<file path="src/rtl/puf_pkg.sv">
// Shared definitions for the RO-PUF evaluation controller: FSM states,
// select/count widths and the 3-way majority helper.
package puf_pkg;

   localparam int SEL_W = 5;
   localparam int CNT_W = 16;

   typedef enum logic [2:0] {
      IDLE,
      CLEAR,
      RUN,
      SETTLE,
      COMPARE,
      NEXT,
      DONE
   } puf_state_t;

   function automatic logic maj3(input logic a, input logic b, input logic c);
      return (a & b) | (a & c) | (b & c);
   endfunction

endpackage

</file>
<file path="src/rtl/puf_win_timer.sv">
// Loadable down-counter for the RUN window and SETTLE gap; zero is raised
// while the count is exhausted.
module puf_win_timer #(
   parameter int W = 16
) (
   input  logic         clk,
   input  logic         rst_n,
   input  logic         load,
   input  logic         dec,
   input  logic [W-1:0] load_val,
   output logic         zero
);

   logic [W-1:0] count;

   always_ff @(posedge clk or negedge rst_n) begin
      if (!rst_n) begin
         count <= '0;
      end else if (load) begin
         count <= load_val;
      end else if (dec && (count != '0)) begin
         count <= count - W'(1);
      end
   end

   assign zero = (count == '0);

endmodule

</file>
<file path="src/rtl/puf_eval_ctrl.sv">
// RO-PUF evaluation sequencer: clears, runs and compares two oscillator banks
// per response bit. Define PUF_MAJORITY_EN for 3-pass majority voting per bit.
module puf_eval_ctrl
   import puf_pkg::*;
#(
   parameter int RESP_BITS  = 8,
   parameter int WIN_W      = 16,
   parameter int SETTLE_CYC = 4
) (
   input  logic                 clk,
   input  logic                 rst_n,
   input  logic                 start,
   input  logic [SEL_W-1:0]     challenge,
   input  logic [WIN_W-1:0]     win_len,
   input  logic [CNT_W-1:0]     cnt_a,
   input  logic [CNT_W-1:0]     cnt_b,
   output logic [SEL_W-1:0]     ro_sel,
   output logic                 ro_en,
   output logic                 cnt_clr,
   output logic                 busy,
   output logic                 resp_valid,
   output logic [RESP_BITS-1:0] response,
   output logic                 tie_flag
);

   localparam int IDX_W = 4;
   localparam logic [IDX_W-1:0] LAST_IDX    = IDX_W'(RESP_BITS - 1);
   localparam logic [WIN_W-1:0] SETTLE_LOAD = (SETTLE_CYC > 0) ? WIN_W'(SETTLE_CYC - 1) : '0;

   puf_state_t       state;
   logic [WIN_W-1:0] win_reg;
   logic [IDX_W-1:0] bit_idx;
   logic             tmr_load;
   logic             tmr_dec;
   logic [WIN_W-1:0] tmr_val;
   logic             tmr_zero;
   logic             cmp_gt;
   logic             cmp_eq;

`ifdef PUF_MAJORITY_EN
   logic [1:0] pass_idx;
   logic [1:0] votes;
`endif

   assign cmp_gt = (cnt_a > cnt_b);
   assign cmp_eq = (cnt_a == cnt_b);

   // A zero window still runs the oscillators for one cycle, so load max(win,1)-1.
   always_comb begin
      tmr_load = 1'b0;
      tmr_dec  = 1'b0;
      tmr_val  = SETTLE_LOAD;
      case (state)
         CLEAR: begin
            tmr_load = 1'b1;
            tmr_val  = (win_reg == '0) ? '0 : win_reg - WIN_W'(1);
         end
         RUN: begin
            if (tmr_zero) tmr_load = 1'b1;
            else          tmr_dec  = 1'b1;
         end
         SETTLE: begin
            if (!tmr_zero) tmr_dec = 1'b1;
         end
         default: ;
      endcase
   end

   puf_win_timer #(.W(WIN_W)) u_timer (
      .clk      (clk),
      .rst_n    (rst_n),
      .load     (tmr_load),
      .dec      (tmr_dec),
      .load_val (tmr_val),
      .zero     (tmr_zero)
   );

   always_ff @(posedge clk or negedge rst_n) begin
      if (!rst_n) begin
         state      <= IDLE;
         win_reg    <= '0;
         bit_idx    <= '0;
         ro_sel     <= '0;
         ro_en      <= 1'b0;
         cnt_clr    <= 1'b0;
         busy       <= 1'b0;
         resp_valid <= 1'b0;
         response   <= '0;
         tie_flag   <= 1'b0;
`ifdef PUF_MAJORITY_EN
         pass_idx   <= '0;
         votes      <= '0;
`endif
      end else begin
         cnt_clr    <= 1'b0;
         resp_valid <= 1'b0;
         case (state)
            IDLE: begin
               if (start) begin
                  ro_sel   <= challenge;
                  win_reg  <= win_len;
                  response <= '0;
                  bit_idx  <= '0;
                  tie_flag <= 1'b0;
`ifdef PUF_MAJORITY_EN
                  pass_idx <= '0;
                  votes    <= '0;
`endif
                  cnt_clr  <= 1'b1;
                  busy     <= 1'b1;
                  state    <= CLEAR;
               end
            end
            CLEAR: begin
               ro_en <= 1'b1;
               state <= RUN;
            end
            RUN: begin
               if (tmr_zero) begin
                  ro_en <= 1'b0;
                  state <= (SETTLE_CYC > 0) ? SETTLE : COMPARE;
               end
            end
            SETTLE: begin
               if (tmr_zero) state <= COMPARE;
            end
            // Response bits are OR-ed in; response was cleared on start.
            COMPARE: begin
               if (cmp_eq) tie_flag <= 1'b1;
`ifdef PUF_MAJORITY_EN
               if (pass_idx == 2'd2) begin
                  response <= response | (RESP_BITS'(maj3(votes[0], votes[1], cmp_gt)) << bit_idx);
                  pass_idx <= '0;
                  votes    <= '0;
                  state    <= NEXT;
               end else begin
                  votes[pass_idx[0]] <= cmp_gt;
                  pass_idx <= pass_idx + 2'd1;
                  cnt_clr  <= 1'b1;
                  state    <= CLEAR;
               end
`else
               response <= response | (RESP_BITS'(cmp_gt) << bit_idx);
               state    <= NEXT;
`endif
            end
            NEXT: begin
               if (bit_idx == LAST_IDX) begin
                  resp_valid <= 1'b1;
                  state      <= DONE;
               end else begin
                  bit_idx <= bit_idx + IDX_W'(1);
                  ro_sel  <= ro_sel + SEL_W'(1);
                  cnt_clr <= 1'b1;
                  state   <= CLEAR;
               end
            end
            DONE: begin
               busy  <= 1'b0;
               state <= IDLE;
            end
            default: begin
               ro_en <= 1'b0;
               busy  <= 1'b0;
               state <= IDLE;
            end
         endcase
      end
   end

endmodule

</file>
<file path="config.mk">
export PLATFORM = sky130hd
export DESIGN_NAME = puf_eval_ctrl
export DESIGN_NICKNAME = d
export VERILOG_FILES = /design/src/rtl/puf_pkg.sv /design/src/rtl/puf_win_timer.sv /design/src/rtl/puf_eval_ctrl.sv
export SDC_FILE = /design/constraint.sdc
export NUM_CORES = 1
export LEC_CHECK = 0
export CORE_MARGIN = 2
export CORE_UTILIZATION = 30
export DETAILED_ROUTE_END_ITERATION = 8
export PLACE_DENSITY = 0.56
export SLEW_MARGIN = 20
export SYNTH_ARGS = -nofsm -noshare
export SYNTH_HDL_FRONTEND = slang
export SYNTH_SLANG_ARGS = --single-unit
</file>
<file path="constraint.sdc">
create_clock -name clk -period 2.7 [get_ports clk]
set_input_delay 0.27 -clock clk [delete_from_list [all_inputs] [get_ports clk]]
set_output_delay 0.27 -clock clk [all_outputs]
set_load 0.01 [all_outputs]
</file>
==> results.txt, run 1 <==
For this run the aggregate overflow at the end of global routing stands at 0. The cell sitting at the root of the clock tree is a sky130_fd_sc_hd__clkbuf_16. The sort of element at the start of the critical path is a flop. The post-route clock skew was 6.183 ps. For the remaining antenna violation count, the log shows 0. Data on the critical path is required at its endpoint by 2920 ps. The fraction of registers with async set or reset after synthesis came out at 1.000. The share of cells above drive strength 1 came out at 0.08858.

Routability-driven placement finished with a final weighted congestion of 0.7719. The number of gates resized after cts is 0, and the number of antenna diodes is 0. The x dimension of the die works out to 114.7 um. Setup repair after global routing left no endpoint under its margin.

The cell count after synthesis came out at 425. From bottom edge to top edge, the die measures 114.7 um. The leading cell type in the layout, fill and taps excluded is sky130_fd_sc_hd__nand2_1. The worst relative slew slack was 0.4329; the static power due to leakage was 2.077 nW. The run gives 0 ps as the sum of negative setup slack. The initial antenna violation count was 0. In the final routed layout, each cell accounts on average for 13.91 um.

Clock tree synthesis found a total of 57 sinks. The category of the critical setup timing path is flop to flop. The placeable core region was 11960 sq um; the number of flops mapped to enable cells by yosys was 0.

The area growth from synthesis to final layout is 32.81%, and the number of H-tree levels is 3. The logs give 40 for the site row count and 37 for the pin count of the biggest net entering global routing. After the first detailed-routing iteration, the DRC count stood at 112. Count of warnings emitted by yosys: 0. The wire-length estimate of the detail-placed layout is 6937 um. Clock-pin slew was measured on the worst setup and hold paths at 50 ps. In this run the worst hold path is classified as input pin to async pin.

For the worst-skew pair, the clock arrives at the later sink with an insertion delay of 330 ps. The achievable clock frequency was 446.2 MHz. For this run, design rule violations remaining after detail routing come to 0. The worst setup path is captured at a flop. The flow ran to the end, and the final reports show no timing, DRC or antenna violations. Clock tree synthesis inserted a total of 9 buffers.

Hold is met by 49.57 ps. The maximum number of buffers from clock root to sink was 2; the power density normalized to cell area was 587.4 nW/um^2. Among all flip-flop cells after synthesis, the most frequent one is sky130_fd_sc_hd__dfrtp_1.

Detailed-routing iteration count for the pre-antenna-repair pass: 4. Synthesis produced a netlist with a net count of 503. Across the run, the number of max-cap violations was 0.

Buffers added to address setup during post-CTS repair amount to 0. Per-cell via count in the routed design: 5.073. Actual transition at the worst max-transition pin: 850.7 ps. Averaged over all synthesized cells, the footprint is 8.649 sq um. Number of global-route vias before repair: 3333. For this design the top-level I/O count stands at 74. The tools report the final-report hold violation count as 0. The fraction of the cycle the final worst path needs is 0.8301, and the number of endpoints failing setup at the final stage is 0. The count of buffers added on input and output ports is 73.

The total of hold buffers inserted after clock tree synthesis was 0. The starting density of the core was 0.3073; the number of synthesized register bits was 57. The final layout contains 581 nets.

The first global-routing pass estimated 15380 um of wire. The number of fill cells is 1199. TritonCTS built the clock tree. The shortest clock period the worst path allows after layout was 2241 ps. The top cell types in the final layout, fill and taps aside, are 78 x sky130_fd_sc_hd__nand2_1, 72 x sky130_fd_sc_hd__clkdlybuf4s50_1, 57 x sky130_fd_sc_hd__dfrtp_1. After synthesis, the netlist uses 53 different library cells. The cell area after synthesis was 3676 sq um.

The run gives 0.3485 mV as the worst IR drop on VDD. At the worst endpoint, the arrival time is 2460 ps. The total via count in the routed design is 3323, and the wire length after detailed routing is 9111 um. The count of pins over their slew limit came out at 0. In this run the worst path has a maximum fanout of 5. The sequential fraction of the synthesis area is 0.3880, and the area of the die is 13150 sq um.

The run gives 0.1468 as the global routing usage summed across all routing layers.
## through the flow
stage | setup slack (ps) | power [W] | cells | cell area, sq um | util
floorplan | 719.7 | 0.001528 | 425 | 3676 | -
global placement | 258.9 | 0.001724 | 639 | 4576 | 0.3825
detailed placement | 184.1 | 0.001740 | 639 | 4576 | 0.3825
CTS | 426.6 | 0.002905 | 655 | 4882 | 0.4082
global route | 247.6 | 0.003033 | 655 | 4882 | 0.4082
finish | 458.7 | 0.002868 | 655 | 4882 | 0.4082
## kinds of logic (layout without fill, tap and decap cells)
| family | count (synthesis) | count (layout) | share of synthesized area |
|---|---|---|---|
| multiplexers | 3 | 3 | 0.008509 |
| AO/OA/AOI/OAI | 96 | 96 | 0.1777 |
| adder cells (fa/ha/maj) | 22 | 22 | 0.07488 |
| XOR/XNOR | 15 | 15 | 0.03574 |
| buffers and inverters | 40 | 123 | 0.05003 |
| flip-flops | 57 | 57 | 0.3880 |
| AND/OR/NAND/NOR | 192 | 192 | 0.2652 |
## cells in the mapped netlist, types with 3 or more instances
| master | count | area [sq um] |
|---|---|---|
| sky130_fd_sc_hd__nand2_1 | 78 | 292.8 |
| sky130_fd_sc_hd__dfrtp_1 | 57 | 1426 |
| sky130_fd_sc_hd__nor2_1 | 38 | 142.6 |
| sky130_fd_sc_hd__inv_1 | 23 | 86.33 |
| sky130_fd_sc_hd__ha_1 | 22 | 275.3 |
| sky130_fd_sc_hd__o21ai_0 | 19 | 95.09 |
| sky130_fd_sc_hd__a21oi_1 | 18 | 90.09 |
| sky130_fd_sc_hd__nor3_1 | 12 | 60.06 |
| sky130_fd_sc_hd__o21a_1 | 12 | 90.09 |
| sky130_fd_sc_hd__nand3_1 | 11 | 55.05 |
| sky130_fd_sc_hd__xor2_1 | 11 | 96.34 |
| sky130_fd_sc_hd__clkbuf_1 | 10 | 37.54 |
| sky130_fd_sc_hd__o22ai_1 | 9 | 56.30 |
| sky130_fd_sc_hd__a31oi_1 | 8 | 50.05 |
| sky130_fd_sc_hd__nand4_1 | 8 | 50.05 |
| sky130_fd_sc_hd__nand3b_1 | 6 | 45.04 |
| sky130_fd_sc_hd__nor4_1 | 6 | 37.54 |
| sky130_fd_sc_hd__o22a_1 | 6 | 52.55 |
| sky130_fd_sc_hd__a31o_1 | 5 | 43.79 |
| sky130_fd_sc_hd__nor2b_1 | 5 | 31.28 |
| sky130_fd_sc_hd__nor3b_1 | 5 | 37.54 |
| sky130_fd_sc_hd__nor4b_1 | 5 | 43.79 |
| sky130_fd_sc_hd__a21o_1 | 4 | 30.03 |
| sky130_fd_sc_hd__buf_6 | 4 | 45.04 |
| sky130_fd_sc_hd__nor2_2 | 4 | 25.02 |
| sky130_fd_sc_hd__xnor2_1 | 4 | 35.03 |
| sky130_fd_sc_hd__o31ai_1 | 3 | 22.52 |
## cell type report
class                           instances  area [sq um]  share of cell area
Multi-Input combinational cell        328          2071              0.4241
Sequential cell                        57          1426              0.2922
Timing Repair Buffer                   84         808.3              0.1656
Clock buffer                           10         239.0             0.04895
Tap cell                              147         183.9             0.03767
Inverter                               23         86.33             0.01768
Clock inverter                          6         67.56             0.01384
## path summary, 6_finish.rpt
path                                                  to  slack [ps]  cells past startpoint                         start
min reg2reg                      response[6]$_DFFE_PN0P_         480                      2       response[6]$_DFFE_PN0P_
min                         u_timer.count[7]$_DFFE_PN0P_          50                      1                         rst_n
max in group asynchronous         win_reg[7]$_DFFE_PN0P_        1970                      2                         rst_n
max reg2reg                u_timer.count[10]$_DFFE_PN0P_         460                      7  u_timer.count[0]$_DFFE_PN0P_
min in group clk                  win_reg[9]$_DFFE_PN0P_         470                      3                    win_len[9]
max                        u_timer.count[10]$_DFFE_PN0P_         460                      7  u_timer.count[0]$_DFFE_PN0P_
## where the power goes
group / total (W) / switching, W / internal [W]
sequential: 0.00118 / 0.000202 / 0.000981
combinational: 0.000540 / 0.000240 / 0.000301
clock: 0.00114 / 0.000405 / 0.000739
## critical path: stages (launching register included)
cell and delay (ps):
sky130_fd_sc_hd__dfrtp_1 400, sky130_fd_sc_hd__inv_1 150, sky130_fd_sc_hd__ha_1 220, sky130_fd_sc_hd__nor3b_1 420
sky130_fd_sc_hd__nand2_1 190, sky130_fd_sc_hd__nor4b_1 410, sky130_fd_sc_hd__a31oi_1 140, sky130_fd_sc_hd__o22a_1 200
## metal layers
layer | global-route usage | part of all wire | vias up
met5 | 0 | 0 | -
met2 | 0.2363 | 0.47 | 81
met4 | 0.06908 | 0.0097 | 0
met1 | 0.1766 | 0.45 | 1572
li1 | - | - | 1659
met3 | 0.04976 | 0.069 | 11
Note: power is estimated with default switching activity, not from simulation.
==> run 2: changes to the inputs <==
--- a/config.mk
+++ b/config.mk
@@ -8,7 +8,7 @@
 export CORE_MARGIN = 2
 export CORE_UTILIZATION = 30
 export DETAILED_ROUTE_END_ITERATION = 8
-export PLACE_DENSITY = 0.56
+export PLACE_DENSITY = 0.58
 export SLEW_MARGIN = 20
 export SYNTH_ARGS = -nofsm -noshare
 export SYNTH_HDL_FRONTEND = slang
==> constraint.sdc (replaced) <==
create_clock -name clk -period 1.8 [get_ports clk]
set_input_delay 0.18 -clock clk [delete_from_list [all_inputs] [get_ports clk]]
set_output_delay 0.18 -clock clk [all_outputs]
set_load 0.01 [all_outputs]
==> run 2 against run 1 <==
Clock skew about the same; critical path depth increased by 1; flip-flop and latch count unchanged; critical path type unchanged; hold slack improved by 320 ps; sequential share of layout area decreased by 5.1 points; cell count increased by 12%; combinational power increased to 3.0 times the previous value; power increased by 79%; first-iteration DRC count increased by 41%; largest cell class unchanged; clock power increased by 61%; the run now ends with negative setup slack left; core utilization increased by 8.7 points.
==> results.txt, run 2 (synthesis results as in run 1) <==
The routed layout has 3701 vias. In this run the standard cell core region covers 11960 sq um. The smallest clock period supported by the final layout is computed as 1927 ps.

The run gives 14 as the number of endpoints failing setup at the final stage. The floorplan step set the die height to 114.7 um. The final-report hold violation count is 0.

Traced cell by cell, the critical path runs through nor4_4 -> buf_4 -> nand4_4 -> buf_6 -> o21bai_4 -> clkbuf_16 -> a31oi_1 -> o22a_1. The power density normalized to cell area was 865.0 nW/um^2; the largest fanout on the critical path was 7. After global routing, the most crowded layer is met2. The tools report the number of global-route vias before repair as 3683. STA puts the critical path data arrival time at 2140 ps.

The final reports fail on negative setup slack. The combinational share of power was 0.314; the worst IR drop on VDD was 0.5195 mV. The per-cell via count in the routed design was 5.035; the detailed-routing iteration count for the pre-antenna-repair pass was 4. The sort of element at the start of the critical path is a flop. For this run, the slowest stage of the critical path takes 420 ps. In the layout the commonest cells are 82 x sky130_fd_sc_hd__buf_4, 75 x sky130_fd_sc_hd__nand2_1, 68 x sky130_fd_sc_hd__clkdlybuf4s50_1. Critical path required time: 2010 ps. The global routing usage on met2 came out at 0.2809.

Summing all multi-input logic gate instances after layout gives 2435 sq um. The congestion estimate from routability-driven global placement came to 0.7786. The post-layout net count came out at 661.

Setup repair after global routing could not meet its margin everywhere. The leading cell type in the layout, fill and taps excluded is sky130_fd_sc_hd__buf_4. TritonCTS built the clock tree. The relative contribution of sequential cells to total power is 0.327. TritonCTS buffer count: 9. The flow ran to the end, but the final reports show violations. The run gives 709 as the number of placed cells counting well taps. The internal power of the cells totals 0.003552 W.

The switching portion of total power is 0.3064. The type of the most critical hold path was input pin to async pin. Number of fill cells: 1108. On the final layout, the worst hold slack is 365.2 ps. The share of cells above drive strength 1 was 0.2993; the area growth from synthesis to final layout was 61.06%. Based on the critical path, the design can be clocked at up to 519.1 MHz. The switching component of the power was 0.001569 W; the depth of the worst register-to-register path was 8. Once detailed placement completed, the half-perimeter wirelength came to 7621 um. Clock latency on the worst-skew pair, taken at its later pin, is 330 ps. Dividing the detail-routed wire length by the instance count gives 14.84 um.

Measured along the x axis, the die boundary spans 114.7 um. For this block, the initial DRC count from the detailed router was 158. The clock net in this run drives a total of 57 sinks.

The met1 routing resource usage after global routing is 0.2098. The fraction of the cycle the final worst path needs was 1.070; the area of the die was 13150 sq um. The starting density of the core is 0.3073, and the global routing usage summed across all routing layers is 0.1669. The number of design rule violations left after detail routing came out at 0.

In this run the critical register-to-register path is captured at u_timer.count[7]$_DFFE_PN0P_. After clock tree synthesis, the clock-pin slew on the worst setup and hold paths is 60 ps. The maximum number of buffers from clock root to sink is 2.

The tools report the count of pins over their slew limit as 0. The final instance count without filler cells came out at 735. The startpoint identified for the worst register-to-register timing path is u_timer.count[2]$_DFFE_PN0P_. The area taken by flip-flops and latches was 1429 sq um. Setup slack on the worst reg-to-reg path comes out at -130 ps.

For this design the static power due to leakage is 2.591 nW. The remaining antenna violation count is 0, and the wire length of the first global-routing pass is 17570 um. 74 I/O pins were placed. In this run the core area contains 40 standard-cell rows. The initial antenna violation count was 0; the worst-case setup margin in the final layout was -126.5 ps. The wire length after detailed routing was 10900 um.

The slowest stage of the critical path is the sky130_fd_sc_hd__dfrtp_1 cell. The run gives 5.787 ps as the post-route clock skew. The count of buffers added on input and output ports is 73.

The H-tree was split into 3 levels. Number of antenna diodes: 0. The tools report the fraction of power consumed by the clock network as 0.360. CTS placed an instance of sky130_fd_sc_hd__clkbuf_16 at the clock tree root.

For the met3 usage, the log shows 0.04182. By startpoint and endpoint, the worst setup path is classified as flop to flop. Type of destination of the critical path: a flop. Worst relative slew slack: 0.5863. After global routing the overflow that remains totals 0.

The completed layout was analyzed and its total power is 0.005121 W. The run gives 37 as the pin count of the biggest net entering global routing. The run gives 0 as the max-cap violation count.

The actual transition at the worst max-transition pin works out to 618.6 ps.
==> run 2: changes by cell type in the layout (fill, tap and decap cells not counted), moves of 5 or more <==
cell and change:
sky130_fd_sc_hd__o21ai_2 +5, sky130_fd_sc_hd__o21ai_0 -7, sky130_fd_sc_hd__inv_1 -5, sky130_fd_sc_hd__inv_2 +5, sky130_fd_sc_hd__ha_4 +6, sky130_fd_sc_hd__ha_1 -7, sky130_fd_sc_hd__nor4_1 -5, sky130_fd_sc_hd__buf_4 +71
==> run 2: stage by stage <==
step                worst slack [ps]    util  instance area [sq um]  setup TNS, ps
floorplan                     0.9236       -                   3701              0
global placement              -370.1  0.4306                   5151          -5238
detailed placement            -430.1  0.4306                   5151          -6398
CTS                           -87.17  0.4778                   5715         -649.1
global route                  -210.1  0.4950                   5921          -2739
finish                        -126.5  0.4950                   5921          -1328
==> run 2: worst max path at each step <==
stage                                             from                            end  slack (ps)
after global routing      u_timer.count[2]$_DFFE_PN0P_  u_timer.count[15]$_DFFE_PN0P_        -210
after detailed placement                     cnt_b[13]        response[7]$_DFFE_PN0P_        -430
after floorplan                 win_reg[2]$_DFFE_PN0P_   u_timer.count[7]$_DFFE_PN0P_         0.9
after CTS                 u_timer.count[8]$_DFFE_PN0P_   u_timer.count[8]$_DFFE_PN0P_         -90
final                     u_timer.count[2]$_DFFE_PN0P_   u_timer.count[7]$_DFFE_PN0P_        -130
after global placement                       cnt_b[13]        response[2]$_DFFE_PN0P_        -370
==> run 2: cell type report <==
class,instances,area share
Multi-Input combinational cell,329,0.4112
Inverter,23,0.01458
Sequential cell,57,0.2413
Timing Repair Buffer,163,0.2479
Tap cell,147,0.03107
Clock inverter,7,0.01585
Clock buffer,9,0.03804
==> run 2: power groups by stage <==
stage,sequential [W],clock [W],combinational [W]
floorplan,0.00171,0,0.000601
global placement,0.00166,0,0.00133
detailed placement,0.00166,0,0.00136
CTS,0.00166,0.00186,0.00151
global route,0.00169,0.00193,0.00175
finish,0.00167,0.00184,0.00161
==> run 2: per-layer routing <==
| metal | wire (um) | vias to the layer above |
|---|---|---|
| met2 | 5434 | 90 |
| li1 | - | 1825 |
| met1 | 4687 | 1774 |
| met5 | 0 | - |
| met4 | 178 | 0 |
| met3 | 602 | 12 |
==> run 2: critical path: cells and delay by family, from the launching register on <==
| family | cells | cell delay (ps) |
|---|---|---|
| buffers and inverters | 3 | 520 |
| AO/OA/AOI/OAI | 3 | 440 |
| AND/OR/NAND/NOR | 2 | 420 |
| flip-flops | 1 | 420 |
==> run 2: timing repair <==
item	CTS	global route
endpoints found under the hold margin	57	0
pin swaps	22	29
cloned	1	1
setup buffers	7	1
gates resized for setup	38	38
hold buffers	1	0
endpoints found under the setup margin	24	27
